$ cat src/rtl/powerup_arbiter_if.sv
// MMIO window bus between the processor dmem port and powerup_arbiter.
//   mmio_addr  : processor word address (17b)
//   mmio_wdata : write data
//   mmio_wren  : write strobe
//   mmio_hit   : address falls inside the powerup window (combinational)
//   mmio_rdata : registered read data, valid the edge after mmio_addr
// master = processor side, slave = powerup_arbiter.
interface powerup_arbiter_if;
  logic [16:0] mmio_addr;
  logic [31:0] mmio_wdata;
  logic        mmio_wren;
  logic        mmio_hit;
  logic [31:0] mmio_rdata;

  modport master (output mmio_addr, output mmio_wdata, output mmio_wren,
                  input  mmio_hit,  input  mmio_rdata);
  modport slave  (input  mmio_addr, input  mmio_wdata, input  mmio_wren,
                  output mmio_hit,  output mmio_rdata);
endinterface

$ cat src/rtl/powerup_arbiter.sv
// powerup_arbiter: tracks N_POWERUPS on-field powerups against N_PLAYERS
// player boxes, grants timed effects on pickup and exposes state over MMIO.
// All state changes on the falling clock edge to match the processor skeleton.
//
// Optional feature macro: POWERUP_RESPAWN_EN
//   defined   : HELD -> RESPAWN -> FIELD (powerup returns home after RESPAWN_TICKS)
//   undefined : HELD -> DEAD; only a status re-arm write or reset restores it
//
// Ports (powerup_arbiter):
//   i_clock          clock, state updates on negedge
//   i_reset          async active-low reset
//   i_player_x/y     flattened player left/top edges
//   mmio             powerup_arbiter_if.slave (addr/wdata/wren in, hit/rdata out)
//   o_pu_x/o_pu_y    flattened draw positions, all-ones when off-field
//   o_pu_active      per-powerup drawn/collectable
//   o_player_effect  bit [p*N_POWERUPS+i] = player p holds effect i
//
// MMIO map (word addresses, window = BASE_ADDR .. BASE_ADDR+39):
//   +4i+0 x home (RW), +4i+1 y home (RW),
//   +4i+2 status R {owner[7:5],state[1:0]} / W bit0 = re-arm,
//   +4i+3 remaining ticks (R), +32+p player p effect mask (R).

// One powerup: FIELD/HELD/RESPAWN/DEAD FSM, its tick counter, owner and home.
module powerup_slot #(
  parameter int N_PLAYERS      = 2,
  parameter int COORD_W        = 10,
  parameter int DURATION_TICKS = 8,
`ifdef POWERUP_RESPAWN_EN
  parameter int RESPAWN_TICKS  = 5,
`endif
  parameter logic [COORD_W-1:0] HX = '0,
  parameter logic [COORD_W-1:0] HY = '0
) (
  input  logic                 i_clock,
  input  logic                 i_reset,
  input  logic                 i_tick,
  input  logic [N_PLAYERS-1:0] i_ov,
  input  logic                 i_wr_x,
  input  logic                 i_wr_y,
  input  logic                 i_rearm,
  input  logic [COORD_W-1:0]   i_wdata,
  output logic [1:0]           o_state,
  output logic [2:0]           o_owner,
  output logic [COORD_W-1:0]   o_home_x,
  output logic [COORD_W-1:0]   o_home_y,
  output logic [7:0]           o_remain
);
  typedef enum logic [1:0] {S_FIELD = 2'd0, S_HELD = 2'd1, S_RESPAWN = 2'd2, S_DEAD = 2'd3} state_t;

  state_t             r_state, w_state_n;
  logic [7:0]         r_tcnt,  w_tcnt_n;
  logic [2:0]         r_owner, w_owner_n, w_win;
  logic [COORD_W-1:0] r_home_x, r_home_y;
  logic               w_pick;

  assign w_pick = (r_state == S_FIELD) && (|i_ov);

  // Lowest overlapping player index wins a simultaneous grab.
  always_comb begin
    w_win = '0;
    for (int p = N_PLAYERS-1; p >= 0; p--)
      if (i_ov[p]) w_win = 3'(p);
  end

  always_comb begin
    w_state_n = r_state;
    w_tcnt_n  = r_tcnt;
    w_owner_n = r_owner;
    case (r_state)
      S_FIELD: if (w_pick) begin
        w_state_n = S_HELD;
        w_tcnt_n  = '0;
        w_owner_n = w_win;
      end
      // Expiry compares the pre-increment count on the tick edge.
      S_HELD: if (i_tick) begin
        if (r_tcnt == 8'(DURATION_TICKS-1)) begin
`ifdef POWERUP_RESPAWN_EN
          w_state_n = S_RESPAWN;
`else
          w_state_n = S_DEAD;
`endif
          w_tcnt_n  = '0;
        end else begin
          w_tcnt_n  = r_tcnt + 8'd1;
        end
      end
`ifdef POWERUP_RESPAWN_EN
      S_RESPAWN: if (i_tick) begin
        if (r_tcnt == 8'(RESPAWN_TICKS-1)) begin
          w_state_n = S_FIELD;
          w_tcnt_n  = '0;
        end else begin
          w_tcnt_n  = r_tcnt + 8'd1;
        end
      end
`endif
      default: ;
    endcase
    // Re-arm from any state, but a same-edge pickup takes priority.
    if (i_rearm && !w_pick) begin
      w_state_n = S_FIELD;
      w_tcnt_n  = '0;
    end
  end

  always_ff @(negedge i_clock or negedge i_reset) begin
    if (!i_reset) begin
      r_state  <= S_FIELD;
      r_tcnt   <= '0;
      r_owner  <= '0;
      r_home_x <= HX;
      r_home_y <= HY;
    end else begin
      r_state <= w_state_n;
      r_tcnt  <= w_tcnt_n;
      r_owner <= w_owner_n;
      if (i_wr_x) r_home_x <= i_wdata;
      if (i_wr_y) r_home_y <= i_wdata;
    end
  end

  always_comb begin
    o_remain = '0;
    if (r_state == S_HELD) o_remain = 8'(DURATION_TICKS) - r_tcnt;
`ifdef POWERUP_RESPAWN_EN
    if (r_state == S_RESPAWN) o_remain = 8'(RESPAWN_TICKS) - r_tcnt;
`endif
  end

  assign o_state  = r_state;
  assign o_owner  = r_owner;
  assign o_home_x = r_home_x;
  assign o_home_y = r_home_y;
endmodule

module powerup_arbiter #(
  parameter int N_PLAYERS      = 2,
  parameter int N_POWERUPS     = 2,
  parameter int COORD_W        = 10,
  parameter int SIZE           = 24,
  parameter int TICK_DIV       = 100000000,
  parameter int DURATION_TICKS = 8,
  parameter int RESPAWN_TICKS  = 5,
  parameter logic [N_POWERUPS*COORD_W-1:0] HOME_X = {10'd400, 10'd300},
  parameter logic [N_POWERUPS*COORD_W-1:0] HOME_Y = {10'd400, 10'd300},
  parameter logic [16:0] BASE_ADDR = 17'd4400
) (
  input  logic                            i_clock,
  input  logic                            i_reset,
  input  logic [N_PLAYERS*COORD_W-1:0]    i_player_x,
  input  logic [N_PLAYERS*COORD_W-1:0]    i_player_y,
  powerup_arbiter_if.slave                mmio,
  output logic [N_POWERUPS*COORD_W-1:0]   o_pu_x,
  output logic [N_POWERUPS*COORD_W-1:0]   o_pu_y,
  output logic [N_POWERUPS-1:0]           o_pu_active,
  output logic [N_PLAYERS*N_POWERUPS-1:0] o_player_effect
);
  localparam int PW = (TICK_DIV > 1) ? $clog2(TICK_DIV) : 1;
  localparam logic [COORD_W:0] W_SZ = (COORD_W+1)'(SIZE);

  logic [PW-1:0] r_pcnt;
  logic          w_tick;

  logic [N_POWERUPS-1:0][N_PLAYERS-1:0] w_ov;
  logic [N_POWERUPS-1:0][1:0]           w_state;
  logic [N_POWERUPS-1:0][2:0]           w_owner;
  logic [N_POWERUPS-1:0][COORD_W-1:0]   w_home_x, w_home_y;
  logic [N_POWERUPS-1:0][7:0]           w_remain;
  logic [N_POWERUPS-1:0]                w_sel;
  logic [N_PLAYERS-1:0][N_POWERUPS-1:0] w_mask;

  logic        w_hit;
  logic [5:0]  w_off;
  logic [31:0] w_rd, r_rdata;

  // Shared prescaler; tick is high during the cycle the counter wraps.
  assign w_tick = (r_pcnt == PW'(TICK_DIV-1));
  always_ff @(negedge i_clock or negedge i_reset) begin
    if (!i_reset)    r_pcnt <= '0;
    else if (w_tick) r_pcnt <= '0;
    else             r_pcnt <= r_pcnt + 1'b1;
  end

  assign w_hit = (mmio.mmio_addr >= BASE_ADDR) && (mmio.mmio_addr < BASE_ADDR + 17'd40);
  assign w_off = 6'(mmio.mmio_addr - BASE_ADDR);

  for (genvar i = 0; i < N_POWERUPS; i++) begin : g_pu
    // Overlap in COORD_W+1 bits so px+SIZE never wraps; edges are inclusive.
    for (genvar p = 0; p < N_PLAYERS; p++) begin : g_ov
      logic [COORD_W:0] w_px, w_py, w_ux, w_uy;
      assign w_px = {1'b0, i_player_x[p*COORD_W +: COORD_W]};
      assign w_py = {1'b0, i_player_y[p*COORD_W +: COORD_W]};
      assign w_ux = {1'b0, w_home_x[i]};
      assign w_uy = {1'b0, w_home_y[i]};
      assign w_ov[i][p] = (w_px + W_SZ >= w_ux) && (w_px <= w_ux + W_SZ) &&
                          (w_py + W_SZ >= w_uy) && (w_py <= w_uy + W_SZ);
    end

    assign w_sel[i] = mmio.mmio_wren && w_hit && !w_off[5] && (w_off[4:2] == 3'(i));

    powerup_slot #(
      .N_PLAYERS     (N_PLAYERS),
      .COORD_W       (COORD_W),
      .DURATION_TICKS(DURATION_TICKS),
`ifdef POWERUP_RESPAWN_EN
      .RESPAWN_TICKS (RESPAWN_TICKS),
`endif
      .HX            (HOME_X[i*COORD_W +: COORD_W]),
      .HY            (HOME_Y[i*COORD_W +: COORD_W])
    ) u_slot (
      .i_clock (i_clock),
      .i_reset (i_reset),
      .i_tick  (w_tick),
      .i_ov    (w_ov[i]),
      .i_wr_x  (w_sel[i] && (w_off[1:0] == 2'd0)),
      .i_wr_y  (w_sel[i] && (w_off[1:0] == 2'd1)),
      .i_rearm (w_sel[i] && (w_off[1:0] == 2'd2) && mmio.mmio_wdata[0]),
      .i_wdata (mmio.mmio_wdata[COORD_W-1:0]),
      .o_state (w_state[i]),
      .o_owner (w_owner[i]),
      .o_home_x(w_home_x[i]),
      .o_home_y(w_home_y[i]),
      .o_remain(w_remain[i])
    );

    // Draw position follows home while on-field, so home writes show at once.
    assign o_pu_active[i]             = (w_state[i] == 2'd0);
    assign o_pu_x[i*COORD_W +: COORD_W] = o_pu_active[i] ? w_home_x[i] : '1;
    assign o_pu_y[i*COORD_W +: COORD_W] = o_pu_active[i] ? w_home_y[i] : '1;

    for (genvar p = 0; p < N_PLAYERS; p++) begin : g_eff
      assign w_mask[p][i] = (w_state[i] == 2'd1) && (w_owner[i] == 3'(p));
      assign o_player_effect[p*N_POWERUPS+i] = w_mask[p][i];
    end
  end

  // Read mux; unmapped words inside the window read as zero.
  always_comb begin
    w_rd = '0;
    if (!w_off[5]) begin
      for (int i = 0; i < N_POWERUPS; i++)
        if (w_off[4:2] == 3'(i))
          case (w_off[1:0])
            2'd0:    w_rd = 32'(w_home_x[i]);
            2'd1:    w_rd = 32'(w_home_y[i]);
            2'd2:    w_rd = {24'b0, w_owner[i], 3'b0, w_state[i]};
            default: w_rd = {24'b0, w_remain[i]};
          endcase
    end else if (w_off[4:3] == 2'b00) begin
      for (int p = 0; p < N_PLAYERS; p++)
        if (w_off[2:0] == 3'(p)) w_rd = 32'(w_mask[p]);
    end
  end

  always_ff @(negedge i_clock or negedge i_reset) begin
    if (!i_reset) r_rdata <= '0;
    else          r_rdata <= w_hit ? w_rd : 32'd0;
  end

  assign mmio.mmio_hit   = w_hit;
  assign mmio.mmio_rdata = r_rdata;
endmodule
$ cat src/flat_wrapper.sv
// flat-port wrapper written by rule: the top's interface ports become plain ports
module powerup_arbiter_flat 
#(
  parameter int N_PLAYERS      = 2,
  parameter int N_POWERUPS     = 2,
  parameter int COORD_W        = 10,
  parameter int SIZE           = 24,
  parameter int TICK_DIV       = 100000000,
  parameter int DURATION_TICKS = 8,
  parameter int RESPAWN_TICKS  = 5,
  parameter logic [N_POWERUPS*COORD_W-1:0] HOME_X = {10'd400, 10'd300},
  parameter logic [N_POWERUPS*COORD_W-1:0] HOME_Y = {10'd400, 10'd300},
  parameter logic [16:0] BASE_ADDR = 17'd4400
)
  (i_clock, i_reset, i_player_x, i_player_y, o_pu_x, o_pu_y, o_pu_active, o_player_effect, mmio_mmio_addr, mmio_mmio_wdata, mmio_mmio_wren, mmio_mmio_hit, mmio_mmio_rdata);
  powerup_arbiter_if mmio_i ();
  input  logic i_clock;
  input  logic i_reset;
  input  logic [N_PLAYERS*COORD_W-1:0] i_player_x;
  input  logic [N_PLAYERS*COORD_W-1:0] i_player_y;
  output logic [N_POWERUPS*COORD_W-1:0] o_pu_x;
  output logic [N_POWERUPS*COORD_W-1:0] o_pu_y;
  output logic [N_POWERUPS-1:0] o_pu_active;
  output logic [N_PLAYERS*N_POWERUPS-1:0] o_player_effect;
  input wire logic [$bits(mmio_i.mmio_addr)-1:0] mmio_mmio_addr;
  input wire logic [$bits(mmio_i.mmio_wdata)-1:0] mmio_mmio_wdata;
  input wire logic [$bits(mmio_i.mmio_wren)-1:0] mmio_mmio_wren;
  output wire logic [$bits(mmio_i.mmio_hit)-1:0] mmio_mmio_hit;
  output wire logic [$bits(mmio_i.mmio_rdata)-1:0] mmio_mmio_rdata;
  assign mmio_i.mmio_addr = mmio_mmio_addr;
  assign mmio_i.mmio_wdata = mmio_mmio_wdata;
  assign mmio_i.mmio_wren = mmio_mmio_wren;
  assign mmio_mmio_hit = mmio_i.mmio_hit;
  assign mmio_mmio_rdata = mmio_i.mmio_rdata;
  powerup_arbiter #(.N_PLAYERS(N_PLAYERS), .N_POWERUPS(N_POWERUPS), .COORD_W(COORD_W), .SIZE(SIZE), .TICK_DIV(TICK_DIV), .DURATION_TICKS(DURATION_TICKS), .RESPAWN_TICKS(RESPAWN_TICKS), .HOME_X(HOME_X), .HOME_Y(HOME_Y), .BASE_ADDR(BASE_ADDR)) u_core (.i_clock(i_clock), .i_reset(i_reset), .i_player_x(i_player_x), .i_player_y(i_player_y), .mmio(mmio_i), .o_pu_x(o_pu_x), .o_pu_y(o_pu_y), .o_pu_active(o_pu_active), .o_player_effect(o_player_effect));
endmodule
$ cat config.mk
export PLATFORM = sky130hd
export DESIGN_NAME = powerup_arbiter_flat
export DESIGN_NICKNAME = d
export VERILOG_FILES = /design/src/rtl/powerup_arbiter_if.sv /design/src/rtl/powerup_arbiter.sv /design/src/flat_wrapper.sv
export SDC_FILE = /design/constraint.sdc
export NUM_CORES = 1
export LEC_CHECK = 0
export CAP_MARGIN = 30
export CORE_UTILIZATION = 40
export DETAILED_ROUTE_END_ITERATION = 12
export GPL_TIMING_DRIVEN = 0
export PLACE_DENSITY = 0.63
export SYNTH_ARGS = -nofsm -noshare
export SYNTH_HDL_FRONTEND = slang
export SYNTH_HIERARCHICAL = 1
export SYNTH_SLANG_ARGS = --single-unit
$ cat constraint.sdc
create_clock -name i_clock -period 4.7 [get_ports i_clock]
set_clock_uncertainty 0.1 [all_clocks]
set_input_delay 0.47 -clock i_clock [delete_from_list [all_inputs] [get_ports i_clock]]
set_output_delay 0.47 -clock i_clock [all_outputs]
set_load 0.1 [all_outputs]
Word level (Yosys, flattened, before mapping)
Cells that the tools add are included.
W data, S select, Z words.
- output and inout bits: 79
- logic and storage cells: 155
- input port bits: 92
- register bits after elaboration: 125
- equality and inequality tests: 17
- $lt $le $gt $ge: 18
- reductions and logical operators: 54
- $add $sub $neg: 14
- muxes and demuxes: 40
- operator list (operator ; number):
    $mux W32 ; 5
    $add A10 B5 Y11 const B ; 8
    $ge A11 B10 Y1 ; 8
    $le A10 B11 Y1 ; 8
    $mux W8 ; 10
    $pmux W10 S3 ; 2
    $mux W10 ; 4
    $logic_and A1 B1 Y1 ; 33
    $pmux W8 S2 ; 2
    $add A27 B1 Y27 const B ; 1
    $eq A27 B27 Y1 const B ; 1
    $mux W27 ; 1
    $mux W2 ; 10
    $ne A3 B3 Y1 const B ; 6
    $ge A17 B13 Y1 const B ; 1
    $lt A17 B13 Y1 const B ; 1
    $add A8 B1 Y8 const B ; 2
    $eq A8 B3 Y1 const B ; 2
    $sub A4 B8 Y8 const A ; 2
    $eq A3 B1 Y1 const B ; 4
    $logic_not A3 Y1 ; 4
    $logic_not A2 Y1 ; 4
    $pmux W2 S2 ; 2
    $reduce_and A4 Y1 ; 2
    9 further kinds ; 20

Logic depth before layout (Yosys ltp)
- word-level depth: 11
- gate-level depth with buffers: 16
- gate-level depth less buffers: 16

By module
Netlist, hierarchy kept.
- modules (own cells, without submodules) (module ; area an instance (um^2) ; cells an instance ; seq. area each (um^2) ; instances):
    powerup_arbiter ; 6487.5 ; 800 ; 925.9 ; 1
    powerup_slot (u_core.g_pu[0].u_slot) ; 1536.5 ; 133 ; 785.8 ; 1
    powerup_slot (u_core.g_pu[1].u_slot) ; 1534.0 ; 133 ; 783.3 ; 1

==> summary.md <==
| Metric | Value |
|---|---|
| Fill count | 2064 |
| Yosys warning count | 6 |
| Global-route wire length before repair | 48000 µm |
| Slew margin rel. | 30.5% |
| Syn-to-layout area delta | 40.1% |
| Clk buf depth | 2 |
| Die area | 24500 µm² |
| Area fraction of the dominant cell type after synthesis | 22.3% |
| # DRC | 0 |
| CTS tree | done |
| Hold violation count in the final report | 0 |
| Crit end category | flip-flop |
| Total Routed Length | 32000 µm |
| Total design power | approximately 2.4 mW |
| Seq/Total Area, Yosys | 26.1% |
| Die Height | between 150 and 200 µm |
| Largest net degree at the start of global routing | between 60 and 70 |
| Pre-CTS setup slack | -2190 ps |
| Routed via count | 8977 |
| DR WL/cell | 19.6 µm |
| Cell Area, Placed | 11700 µm² |
| VDD IR-drop max | between 0.15 and 0.2 mV |
| Register bit total from synthesis | roughly 100 |
| Core Footprint | 23500 µm² |
| Psw | 0.718 mW |
| Final nets | 1548 |
| Number of flops mapped to enable cells by yosys | 0 |
| Dpl hpwl | 23900 µm |
| Vias per std cell | 5.49 |
| FP Rows | 56 |
| Sink Count | 99 |
| Worst-Margin Slew | 1030 ps |
| Storage element area | roughly 2500 µm² |
| Via count of the first global-routing pass | 8470 |
| Die width | 157 µm |
| N_diodes | 0 |
| Setup crit start kind | primary input |
| Placed cells | 1533 |
| Max-Cap Viols | 0 |
| Syn_area_per_cell | ~9.0 µm² |
| Kind of critical path | in -> reg |
| Critical path arrival | 3380 ps |
| Logic pwr share | 25.2% |
| Main flop type after synthesis | dfrtn_1 |
| Layout cells sized above 1 | 30.5% |
| Final Util | 57.1% |
| Power Internal | 1.65 mW |
| Final setup vio count | 57 |
| Asr flop ratio synth | 100% |
| Worst R2R Setup Slack | 480 ps |
| Most numerous cell in the Yosys netlist | ha_1 |
| Top cells by count, synth | ha_1, nor2_1, dfrtn_1, nand2_1, inv_1 |
| Final hold slack | ~290 ps |
| Reg power frac | 36.2% |
| Clk pin slew, worst setup/hold paths | 50 ps |
| Overflow after GRT | 0 |
| Synth cell types | 65 |
| 1st-pass router iterations | 6 |
| Lkg Pwr | about 6.0 nW |
| Worst skew pair latency | about 420 ps |
| Failing checks | negative setup slack |
| Initial antenna violation count | 0 |
| GRT Total Usage | 26.0% |
| Placer Congestion | 0.902 |
| Post-route worst setup slack | -930 ps |
| Clock network power share | around 39% |
| Drt first-iter violations | about 600 |
| H-Tree Depth | 3 |
| DRT antenna net count | 0 |
| Fin area | 13400 µm² |
| CP max FO | 6 |
| Starting Density | 40.7% |
| Footprint of the multi-input gates | 7580 µm² |
| Power density over the cells | 177 nW/µm² |
| Final cell count without fillers | ~1600 |
| Status | complete, but fails checks |
| CP required | 2450 ps |
| # IOs | approximately 170 |
| Synth Instances | 1066 |
| Clock root buffer | clkbuf_16 |
| Slew Viols, Final | 0 |
| HP Class | reg -> reg |
| Hold-fix buffers, CTS | 0 |
| Largest cells by area after synthesis | dfrtn_1, ha_1, mux2_2 |
| Mapped Area | 9560 µm² |
| Sw Ratio | 30.3% |
| RSZ-0062 raised after global routing | true |
| Cell taking the most area after synthesis | dfrtn_1 |
| Cts bufs inserted | 9 |
| Port Buffer Count | 123 |
| Setup TNS | -17960 ps |
-- worst paths after layout --
| kind | cells after the start | end | startpoint |
|---|---|---|---|
| setup reg to reg | 14 | u_core/g_pu[0].u_slot/r_tcnt[6] | u_core/g_pu[0].u_slot/o_home_x[3] |
| hold reg to reg | 1 | u_core/r_pcnt[0] | u_core/r_pcnt[0] |
| min in group asynchronous | 1 | u_core/r_pcnt[5] | i_reset |
| hold / removal | 1 | u_core/r_pcnt[0] | u_core/r_pcnt[0] |
| setup / recovery | 17 | u_core/g_pu[1].u_slot/r_tcnt[4] | i_player_y[3] |
| max in group asynchronous | 2 | u_core/g_pu[0].u_slot/o_home_x[8] | i_reset |
-- repair_timing --
item,CTS,global route
gates cloned,3,3
resized for setup,542,83
pin swaps,80,22
setup buffers,60,12
endpoints found under the setup margin,118,95
-- sequential cells by signal, summed over array words and instances, names as in the netlist --
name                         count
u_core/g_pu.u_slot/o_home_x     20
u_core/g_pu.u_slot/o_home_y     20
u_core/g_pu.u_slot/o_owner       2
u_core/g_pu.u_slot/o_state       4
u_core/g_pu.u_slot/r_tcnt       16
u_core/mmio.mmio_rdata          10
u_core/r_pcnt                   27
-- per-layer routing --
metal	GRT usage, %	up-vias	part of all wire (%)
li1	-	4295	-
met1	35.5	4320	45
met2	41.6	309	46
met3	4.76	53	6.6
met4	7.94	0	2.6
met5	0	-	0
-- cells in the final DEF (no fill, tap or decap), types with 19 or more instances in the layout --
master / n
a21oi_1: 39
buf_2: 35
buf_4: 102
buf_6: 27
conb_1: 26
dfrtn_1: 85
dlygate4sd2_1: 29
ha_1: 135
inv_1: 70
mux2_4: 41
nand2_1: 65
nand3_1: 21
nand4_1: 19
nor2_1: 80
nor2b_1: 22
o21ai_0: 46
xnor2_1: 38
xor2_1: 27
-- cell type report --
| cell class | instances | area share [%] |
|---|---|---|
| multi-input combinational | 871 | 56.6 |
| sequential | 99 | 18.6 |
| timing repair buffer | 198 | 13.3 |
| buffer | 51 | 3.19 |
| tap | 319 | 2.98 |
| inverter | 66 | 2.26 |
| clock buffer | 12 | 2.08 |
| clock inverter | 18 | 0.972 |
-- power groups by stage --
stage | registers [mW] | clock network, mW | logic, mW
2_1_floorplan | 0.872 | 0.0210 | 0.330
3_3_place_gp | 0.872 | 0.0210 | 0.493
3_5_place_dp | 0.872 | 0.0210 | 0.505
4_1_cts | 0.858 | 0.931 | 0.582
5_1_grt | 0.857 | 0.978 | 0.649
6_report | 0.858 | 0.915 | 0.598
-- cells by family (layout without fill, tap and decap cells) --
logic type,after synthesis,after routing,share of synthesized area (%)
AOI/OAI and AO/OA,206,206,14.1
xor gates and xnor gates,75,75,6.87
adders and majority gates,147,147,19.2
buffers and inverters,120,345,6.14
DFF,99,99,26.1
muxes,67,67,8.99
other,3,26,0.118
and+or+nand+nor,349,350,18.4
-- worst max-delay path, cell delays in order --
cell	delay, ps
buf_12	120
inv_12	50
ha_4	140
nor2_4	50
xor2_2	170
ha_1	310
nand4_1	90
o21bai_1	160
a211oi_2	100
nor2b_1	130
a221o_1	390
a221oi_4	290
buf_6	170
nor3_4	60
o31ai_4	310
o21ai_1	110
a22o_1	250
Power figures use the tool's default switching activity.
